## src/rtl/game_pkg.sv

```systemverilog
// Shared game-wide constants and types for the sprite pipeline.
package game_pkg;

  localparam int SCREEN_CORDW = 16;
  localparam int H_RES        = 640;
  localparam int V_RES        = 480;
  localparam int MAX_OBJ      = 32;

  typedef logic [SCREEN_CORDW-1:0] coord_t;

endpackage : game_pkg

```

## src/rtl/lowest_index_encoder.sv

```systemverilog
// Combinational priority encoder: reports the lowest set bit of vec.
module lowest_index_encoder #(
  parameter  int N     = 8,
  localparam int IDX_W = (N > 1) ? $clog2(N) : 1
) (
  input  logic [N-1:0]     vec,
  output logic [IDX_W-1:0] idx,
  output logic             valid
);

  // Scan from the top down so that the lowest set index is written last and wins.
  always_comb begin
    idx   = '0;
    valid = 1'b0;
    for (int i = N - 1; i >= 0; i--) begin
      if (vec[i]) begin
        idx   = IDX_W'(i);
        valid = 1'b1;
      end
    end
  end

endmodule : lowest_index_encoder

```

## src/rtl/sprite_collision_unit.sv

```systemverilog
// Per-frame collision detector between the player sprite and N_OBJ obstacles.
// Accumulates overlaps over a frame and publishes them on the frame pulse.
//
// Handshake: result_valid is a one-cycle strobe with no ready/back-pressure;
// published outputs are stable from the strobe cycle until the next strobe,
// except sticky_mask, which may also change on a clear.
module sprite_collision_unit
  import game_pkg::*;
#(
  parameter  int N_OBJ    = 8,
  parameter  int CORDW    = SCREEN_CORDW,
  parameter  int STREAK_W = 8,
  localparam int IDX_W    = (N_OBJ > 1) ? $clog2(N_OBJ) : 1
) (
  input  logic                clk_pix,
  input  logic                rst,
  input  logic                en,
  input  logic                frame,
  input  logic                de,
  input  logic [CORDW-1:0]    screen_x,
  input  logic [CORDW-1:0]    screen_y,
  input  logic                player_drawing,
  input  logic [N_OBJ-1:0]    obj_drawing,
  input  logic [N_OBJ-1:0]    obj_mask,
  input  logic                clear,
  output logic                result_valid,
  output logic [N_OBJ-1:0]    hit_mask,
  output logic                hit_any,
  output logic [IDX_W-1:0]    first_idx,
  output logic [CORDW-1:0]    first_x,
  output logic [CORDW-1:0]    first_y,
  output logic [N_OBJ-1:0]    sticky_mask,
  output logic [STREAK_W-1:0] streak
);

  logic [N_OBJ-1:0]    ov;
  logic [IDX_W-1:0]    ov_idx;
  logic                ov_valid;

  logic [N_OBJ-1:0]    acc_q, acc_d;
  logic                first_seen_q, first_seen_d;
  logic [IDX_W-1:0]    sh_idx_q, sh_idx_d;
  logic [CORDW-1:0]    sh_x_q, sh_x_d;
  logic [CORDW-1:0]    sh_y_q, sh_y_d;

  logic                result_valid_q, result_valid_d;
  logic [N_OBJ-1:0]    hit_mask_q, hit_mask_d;
  logic                hit_any_q, hit_any_d;
  logic [IDX_W-1:0]    first_idx_q, first_idx_d;
  logic [CORDW-1:0]    first_x_q, first_x_d;
  logic [CORDW-1:0]    first_y_q, first_y_d;
  logic [N_OBJ-1:0]    sticky_q, sticky_d;
  logic [STREAK_W-1:0] streak_q, streak_d;

  // Overlaps of the current pixel; used directly, never registered first.
  assign ov = {N_OBJ{en & de & player_drawing}} & obj_drawing & obj_mask;

  lowest_index_encoder #(.N(N_OBJ)) u_first_enc (
    .vec   (ov),
    .idx   (ov_idx),
    .valid (ov_valid)
  );

  // Next-state: accumulate within a frame, publish and restart on the frame pulse.
  always_comb begin
    acc_d          = acc_q;
    first_seen_d   = first_seen_q;
    sh_idx_d       = sh_idx_q;
    sh_x_d         = sh_x_q;
    sh_y_d         = sh_y_q;
    result_valid_d = 1'b0;
    hit_mask_d     = hit_mask_q;
    hit_any_d      = hit_any_q;
    first_idx_d    = first_idx_q;
    first_x_d      = first_x_q;
    first_y_d      = first_y_q;
    sticky_d       = clear ? '0 : sticky_q;
    streak_d       = streak_q;

    if (frame) begin
      result_valid_d = 1'b1;
      hit_mask_d     = acc_q;
      hit_any_d      = |acc_q;
      first_idx_d    = first_seen_q ? sh_idx_q : '0;
      first_x_d      = first_seen_q ? sh_x_q   : '0;
      first_y_d      = first_seen_q ? sh_y_q   : '0;
      sticky_d       = sticky_d | acc_q;
      if (|acc_q)
        streak_d = (streak_q == '1) ? streak_q : streak_q + STREAK_W'(1);
      else
        streak_d = '0;
      // The frame cycle's own overlap opens the new frame.
      acc_d        = ov;
      first_seen_d = ov_valid;
      sh_idx_d     = ov_valid ? ov_idx   : '0;
      sh_x_d       = ov_valid ? screen_x : '0;
      sh_y_d       = ov_valid ? screen_y : '0;
    end else begin
      acc_d = acc_q | ov;
      if (!first_seen_q && ov_valid) begin
        first_seen_d = 1'b1;
        sh_idx_d     = ov_idx;
        sh_x_d       = screen_x;
        sh_y_d       = screen_y;
      end
    end
  end

  // State registers; reset wins over frame and clear.
  always_ff @(posedge clk_pix) begin
    if (rst) begin
      acc_q          <= '0;
      first_seen_q   <= 1'b0;
      sh_idx_q       <= '0;
      sh_x_q         <= '0;
      sh_y_q         <= '0;
      result_valid_q <= 1'b0;
      hit_mask_q     <= '0;
      hit_any_q      <= 1'b0;
      first_idx_q    <= '0;
      first_x_q      <= '0;
      first_y_q      <= '0;
      sticky_q       <= '0;
      streak_q       <= '0;
    end else begin
      acc_q          <= acc_d;
      first_seen_q   <= first_seen_d;
      sh_idx_q       <= sh_idx_d;
      sh_x_q         <= sh_x_d;
      sh_y_q         <= sh_y_d;
      result_valid_q <= result_valid_d;
      hit_mask_q     <= hit_mask_d;
      hit_any_q      <= hit_any_d;
      first_idx_q    <= first_idx_d;
      first_x_q      <= first_x_d;
      first_y_q      <= first_y_d;
      sticky_q       <= sticky_d;
      streak_q       <= streak_d;
    end
  end

  assign result_valid = result_valid_q;
  assign hit_mask     = hit_mask_q;
  assign hit_any      = hit_any_q;
  assign first_idx    = first_idx_q;
  assign first_x      = first_x_q;
  assign first_y      = first_y_q;
  assign sticky_mask  = sticky_q;
  assign streak       = streak_q;

endmodule : sprite_collision_unit

```

## config.mk

```make
export PLATFORM = sky130hd
export DESIGN_NAME = sprite_collision_unit
export DESIGN_NICKNAME = d
export VERILOG_FILES = /design/src/rtl/game_pkg.sv /design/src/rtl/lowest_index_encoder.sv /design/src/rtl/sprite_collision_unit.sv
export SDC_FILE = /design/constraint.sdc
export NUM_CORES = 1
export LEC_CHECK = 0
export CAP_MARGIN = 20
export CORE_ASPECT_RATIO = 0.6
export CORE_MARGIN = 3
export CORE_UTILIZATION = 35
export CTS_CLUSTER_SIZE = 10
export DETAILED_ROUTE_END_ITERATION = 16
export PLACE_DENSITY = 0.73
export SLEW_MARGIN = 40
export SYNTH_ARGS = -nofsm -noshare
export SYNTH_HDL_FRONTEND = slang
export SYNTH_HIERARCHICAL = 1
export SYNTH_SLANG_ARGS = --single-unit
```

## constraint.sdc

```tcl
create_clock -name clk_pix -period 2.5 [get_ports clk_pix]
set_input_delay 0.625 -clock clk_pix [delete_from_list [all_inputs] [get_ports clk_pix]]
set_output_delay 0.625 -clock clk_pix [all_outputs]
set_load 0.02 [all_outputs]
```

==> metrics list, run 1 <==
* Flip-flop and latch count after synthesis: 105
- In this run the clock root is driven by a sky130_fd_sc_hd__clkbuf_16.
- Headroom to the max-slew limit came out at 0.580.
* Type of element launching the critical path: input pin
* Average routed wire per standard cell: 16.0 µm
- The cell area that synthesis handed to floorplanning was 3820 µm².
- At the end of routability-driven placement, the weighted congestion stood at 0.818.
- Count of antenna-violating nets left after detailed routing: 0
* Number of antenna cells inserted: 0
* Remaining global-route overflow: 0
* TritonCTS clock tree: yes
- Core area: 10200 µm²
- At the later pin of the worst-skew pair, clock insertion delay measures 350 ps.
- Fill cell total of the finished layout: 903
- For this block, the routed nets add up to 11000 µm of wire.
- The max-slew violation count was 0.
- First drt pass iteration count: 5
- Worst Max-Slew Pin Slew: 630 ps
- The multi-input combinational cells in the finished layout cover a total of 1590 µm².
- For this design the static power due to leakage is 0.00201 µW.
- Number of hold-repair buffers added at the cts stage: 0
- CTS saw 105 sinks.
- Entering global routing, the biggest net connects 63 pins.
* Synthesis-to-layout area growth: 46.7%
- Setup slack of the worst register-to-register path: 760 ps
- In the final layout, the share of cells above drive strength 1 is 0.102.
- Path class of the lowest-slack min-delay path: flip-flop to flip-flop
- The floorplan has 28 rows.
- Number of antenna violations at the first check in global routing: 0
- Effective utilization at floorplan: 0.373
- Syn avg cell area: 9.06 µm²
* Worst-case hold slack: 462 ps
- For this run, the register share of the synthesized area comes to 0.551.
- During synthesis, Yosys emitted a total of 6 warnings.
- For this design the ratio of total power to cell area is 614 nW/µm².
* CP Max Fanout: 8
- At the worst endpoint, the arrival time is 2690 ps.
- In the global route stage, overall resource usage came out at 0.181.
- Counting cells, the worst reg-to-reg path comes to 5.
- Area of placed instances: 5190 µm²
- Synthesized net count: 477
- Cell depth of the worst min-delay path: 2
- Global-route wire length before repair: 17700 µm
* TritonCTS buffer count: 9
- Dominant register cell in the synthesized netlist: sky130_fd_sc_hd__dfxtp_1
- The die is 86.9 µm tall.
- Final hold viol count: 0
- Yosys mapped a number of flops with a built-in enable equal to 0.
- Drc violations: 0
* Worst vdd ir: 0.000356 V
- Die extent in x: 141 µm
* Share of the core filled with cells: 0.547
- Yosys top cell by area: sky130_fd_sc_hd__dfxtp_1
- Post-synthesis xor/xnor area fraction: 0
- CTS H-Tree Depth: 3
- The via count of the first global-routing pass was 3454.
* Combinational family with the most area after synthesis: compound AO/OA/AOI/OAI gates
- Number of vias in the routed layout: 3559
- Setup violations remaining at the end of the flow were counted as 0.
- Via count normalized by instance count: 5.20
- Area fraction of the dominant cell type after synthesis: 0.551
- Final HPWL DP: 7670 µm
- Maximum clock frequency: 414 MHz
* Kind of end point of the critical path: flip-flop
- After clock tree synthesis, the clock-pin slew on the worst setup and hold paths is 70 ps.
* Distinct cells, synth: 43
* Min cycle time layout: 2410 ps
* Summed area of non-filler cells in the final layout: 5600 µm²
- Yosys attributes the largest share of cell area to sky130_fd_sc_hd__dfxtp_1, sky130_fd_sc_hd__a22oi_1, sky130_fd_sc_hd__a21oi_1.
- In this run the count of I/O pins placed on the die edge is 116.
- Multiplexer share of the synthesized area: 0
- The critical path is of the input pin to flip-flop type.
* Simple-gate area share of the yosys netlist: 0.196
* Data required, critical path: 2780 ps
- Of the total synthesized cell area, the portion taken by full adders, half adders and majority gates is 0.00328.
* PortBufs: 115
- DRT iter0 DRCs: 360
- The share of the synthesized area in compound gates (AO/OA/AOI/OAI) came to 0.207.
* Result of the run: complete, no violations
- Buffers from clock root to sink, at most: 2
- Area of all sequential standard cells: 2100 µm²
* Die area: 12200 µm²
* Cell count after synthesis: 421
- Async set-reset flop share out of synthesis: 0
* Ratio of final minimum period to clock period: 0.965
* Worst clock skew: 7.46 ps
- Number of nets in the finished design: 601
* # Max-Cap Violations: 0
==> state kept, by name, summed over array words and instances, names as in the netlist <==
register      cells
hit_mask          8
result_valid      1
first_seen_q      1
first_y          16
streak            8
sticky_mask       8
first_x          16
first_idx         3
sh_y_q           16
sh_x_q           16
hit_any           1
sh_idx_q          3
acc_q             8
==> synth_stat cells (2+ instances only) <==
cell type and n:
sky130_fd_sc_hd__a31oi_1 4, sky130_fd_sc_hd__nor2b_1 2, sky130_fd_sc_hd__o21ai_0 3, sky130_fd_sc_hd__buf_2 7
sky130_fd_sc_hd__nor3_1 2, sky130_fd_sc_hd__nand2b_1 9, sky130_fd_sc_hd__a211oi_1 3, sky130_fd_sc_hd__and3_1 9
sky130_fd_sc_hd__a22oi_1 52, sky130_fd_sc_hd__dfxtp_1 105, sky130_fd_sc_hd__buf_1 5, sky130_fd_sc_hd__nand2_1 38
sky130_fd_sc_hd__a21oi_1 49, sky130_fd_sc_hd__inv_1 2, sky130_fd_sc_hd__clkbuf_1 16, sky130_fd_sc_hd__nand3_1 22
sky130_fd_sc_hd__nor4_1 3, sky130_fd_sc_hd__nor2_1 65
==> cell type report <==
class                   instances  area share
clock buffers                   9      0.0402
clock inverters                 7     0.00939
inverters                       4     0.00402
multi-input cells             282       0.285
flip-flops and latches        105       0.376
well taps                     135      0.0302
repair buffers                143       0.256
==> path summary, 6_finish.rpt <==
path | end | from
hold reg to reg | first_y[15] | first_y[15]
setup / recovery | sh_x_q[10] | player_drawing
hold / removal | first_y[15] | first_y[15]
setup reg to reg | streak[3] | streak[0]
==> worst max-delay path: stages <==
cell	delay, ps
sky130_fd_sc_hd__clkdlybuf4s50_1	390
sky130_fd_sc_hd__and3_2	260
sky130_fd_sc_hd__and3_1	250
sky130_fd_sc_hd__nor4_4	300
sky130_fd_sc_hd__nand2_1	120
sky130_fd_sc_hd__buf_4	160
sky130_fd_sc_hd__a21oi_4	130
sky130_fd_sc_hd__buf_12	140
sky130_fd_sc_hd__buf_6	130
sky130_fd_sc_hd__a22oi_1	70
sky130_fd_sc_hd__nor2_1	110
==> metal layers <==
layer / track usage / routed length, µm / vias up
li1: - / - / 1742
met1: 0.249 / 5230 / 1691
met2: 0.270 / 4790 / 115
met3: 0.0686 / 847 / 11
met4: 0.0431 / 108 / 0
met5: 0 / 0 / -
==> repair_timing <==
item,4_1_cts,5_1_grt
endpoints found under the hold margin,0,0
resized for setup,0,5
setup buffers,0,3
endpoints found under the setup margin,0,35
==> per-stage QoR <==
| stage | setup TNS (ps) | setup slack (ps) | instances | power (µW) |
|---|---|---|---|---|
| floorplan | 0 | 173 | 421 | 1940 |
| global placement | -11470 | -338 | 662 | 2100 |
| detailed placement | -10920 | -360 | 663 | 2110 |
| CTS | 0 | 9.89 | 679 | 3430 |
| global route | -8.76 | -5.11 | 685 | 3570 |
| finish | 0 | 87.3 | 685 | 3440 |
==> cells in the final DEF, fill, tap and decap left out, types with 4 or more instances in the layout <==
cell                              instances
sky130_fd_sc_hd__dfxtp_1                105
sky130_fd_sc_hd__a22oi_1                 52
sky130_fd_sc_hd__a31oi_1                  4
sky130_fd_sc_hd__and3_1                   8
sky130_fd_sc_hd__nand2b_1                 9
sky130_fd_sc_hd__clkdlybuf4s50_1        114
sky130_fd_sc_hd__nand3_1                 22
sky130_fd_sc_hd__buf_4                   22
sky130_fd_sc_hd__a21oi_1                 49
sky130_fd_sc_hd__clkbuf_16               11
sky130_fd_sc_hd__nor2_1                  65
sky130_fd_sc_hd__nand2_1                 38
==> power breakdown <==
group | internal, µW | leakage (µW) | switching (µW)
registers | 1710 | 0.000849 | 22.1
clock network | 684 | 0.000137 | 641
logic | 195 | 0.00103 | 185
==> kinds of logic after synthesis <==
| logic type | count (synthesis) |
|---|---|
| buf+inv | 34 |
| fa+ha+maj | 1 |
| simple gates | 160 |
| flops | 105 |
| compound gates | 121 |
Power figures use the tool's default switching activity.
==> run 2, diff against run 1 <==
Settings changed: CTS_CLUSTER_DIAMETER set to 40.
==> results of run 2 <==
No change in the layout: final DEF, timing and power equal those of run 1.
==> run 3, diff against run 2 <==
Settings changed: PLACE_DENSITY 0.73 to unset.
==> metrics list, run 3 (synthesis results as in run 1) <==
- The max-slew violation count came to 0.
- The worst register-to-register path has a setup slack of 780 ps.
- Maximum clock frequency: 422 MHz
- Tracing the worst setup path back leads to its startpoint at player_drawing.
- The worst setup path is captured at a flip-flop.
- Area of combinational cells with multiple inputs: 1590 µm²
* Worst-case hold slack: 460 ps
- Cell depth of the worst min-delay path: 2
- Result of the run: complete, no violations
- Count of antenna-violating nets left after detailed routing: 0
* Global-route wire length before repair: 17700 µm
* Summed area of non-filler cells in the final layout: 5610 µm²
* Final std cells w/o fill: 682
* Cell Rows: 28
* Clock latency of the later-clocked register in the worst-skew pair: 340 ps
* PortBufs: 115
- Setup violations remaining at the end of the flow were counted as 0.
- Min cycle time layout: 2370 ps
- Compared with the post-synthesis result, the final layout area differs by 47.1%.
- CTS saw 105 sinks.
- The design draws 3530 µW.
- Remaining global-route overflow: 0
* Highest-count cells in the layout ignoring fill and taps: sky130_fd_sc_hd__clkdlybuf4s50_1, sky130_fd_sc_hd__dfxtp_1, sky130_fd_sc_hd__nor2_1
- # Max-Cap Violations: 0
- Routability congestion estimate from global placement: 0.766
- Vias in the first global route: 3438
- Effective utilization at floorplan: 0.373
* Number of antenna violations at the first check in global routing: 0
- For hold timing, the worst endpoint is first_y[15].
- Largest net degree at the start of global routing: 69
- The first detailed-routing pass ran for 4 iterations.
- Via count normalized by instance count: 5.13
* TritonCTS clock tree: yes
- Area of all sequential standard cells: 2100 µm²
- At the end of the flow, the number of nets in the layout was 598.
- Across the VDD grid, the largest voltage drop is 0.000349 V.
* Placed Cells incl. Taps: 660
* Final wirelength: 10900 µm
- Total GRT Usage: 0.180
- Final HPWL DP: 7440 µm
- Most common cell after layout, fill and taps aside: sky130_fd_sc_hd__clkdlybuf4s50_1
- Clock slew at the register clock pins of the worst setup and hold paths: 70 ps
* Hold Startpoint: first_y[15]
- The H-tree was split into 3 levels.
- Buffers from clock root to sink, at most: 2
- Fill cell total of the finished layout: 965
- For the worst flop-to-flop path, the logic depth is 5.
* Pleak: 0.00201 µW
* Worst clock skew: 5.98 ps
* Type of element launching the critical path: input pin
* Drc violations: 0
- The worst setup path is of the input pin to flip-flop kind.
- End of the worst register-to-register path: streak[3]
- Final hold viol count: 0
- Height of the chip: 86.9 µm
- Data on the critical path is required at its endpoint by 2770 ps.
* Average routed wire per standard cell: 16.0 µm
- Ratio of final minimum period to clock period: 0.948
- In this run the count of I/O pins placed on the die edge is 116.
- Once placement finished, the instance area stood at 5210 µm².
* Die area: 12200 µm²
- The worst pin sits at a relative slew slack of 0.670.
- The floorplan step set the die width to 141 µm.
- Data on the critical path arrives at its endpoint at 2640 ps.
- Worst Max-Slew Pin Slew: 491 ps
- Counting the buffers created by CTS gives 9.
- Total power density per cell area: 628 nW/µm²
- DRT iter0 DRCs: 183
- Reg2reg start: streak[0]
* Number of vias in the routed layout: 3499
- Path class of the lowest-slack min-delay path: flip-flop to flip-flop
- The floorplan step defined a core boundary enclosing 10200 µm².
* CP Max Fanout: 8
- Setup repair after global routing left no endpoint under its margin.
* Number of antenna cells inserted: 0
* Share of cells above drive strength 1: 0.0969
- CTS Root Buffer Type: sky130_fd_sc_hd__clkbuf_16
-- run 3: cell types whose count changed in the layout (fill, tap and decap cells not counted), sizes merged --
cell and change:
bufinv +1, clkbuf +1, inv -2, buf -3
-- run 3: worst max-delay path by stage --
stage / depth (start not counted) / slack, ps / to
2_1_floorplan: 8 / 170 / sh_idx_q[0]
3_5_place_dp: 10 / -360 / sh_x_q[8]
4_1_cts: 10 / 40 / sh_idx_q[0]
3_3_place_gp: 8 / -430 / sh_idx_q[2]
6_report: 11 / 130 / sh_x_q[12]
5_1_grt: 11 / 60 / sh_idx_q[1]
-- run 3: critical path: stages --
cell,delay (ps)
sky130_fd_sc_hd__clkdlybuf4s50_1,400
sky130_fd_sc_hd__and3_4,210
sky130_fd_sc_hd__and3_1,230
sky130_fd_sc_hd__nor4_4,320
sky130_fd_sc_hd__nand2_1,130
sky130_fd_sc_hd__buf_4,170
sky130_fd_sc_hd__a21oi_4,110
sky130_fd_sc_hd__buf_4,150
sky130_fd_sc_hd__clkbuf_16,150
sky130_fd_sc_hd__a22oi_1,60
sky130_fd_sc_hd__nor2_1,90
-- run 3: timing repair --
| item | in CTS | in global routing |
|---|---|---|
| setup buffers | 0 | 4 |
| endpoints found under the setup margin | 1 | 35 |
| hold buffers | 0 | 0 |
| pin swaps | 0 | 3 |
| gates cloned | 0 | 2 |
| resized for setup | 1 | 3 |
-- run 3: per-stage QoR --
stage	utilization	setup TNS [ps]	worst slack, ps
6_report	0.549	0	131
2_1_floorplan	-	0	173
5_1_grt	0.549	0	59.8
3_5_place_dp	0.509	-11990	-358
4_1_cts	0.540	0	43.2
3_3_place_gp	0.507	-14450	-430
-- run 3: layout make-up --
class	instances	area share
inverters	4	0.00401
repair buffers	140	0.255
multi-input cells	282	0.283
clock inverters	6	0.0116
flip-flops and latches	105	0.374
well taps	135	0.0301
clock buffers	10	0.0426
-- run 3: power by group --
group	total (µW)	internal [µW]	leakage [µW]	switching, µW
Clock	1420	805	0.000149	610
Sequential	1730	1710	0.000849	21.5
Combinational	381	196	0.00101	186
Total	3530	2710	0.00201	817
-- run 3: per-layer routing --
layer	global-route usage	share of wire
met3	0.0494	0.062
met4	0.0396	0.0084
met5	0	0
met1	0.260	0.49
met2	0.269	0.44
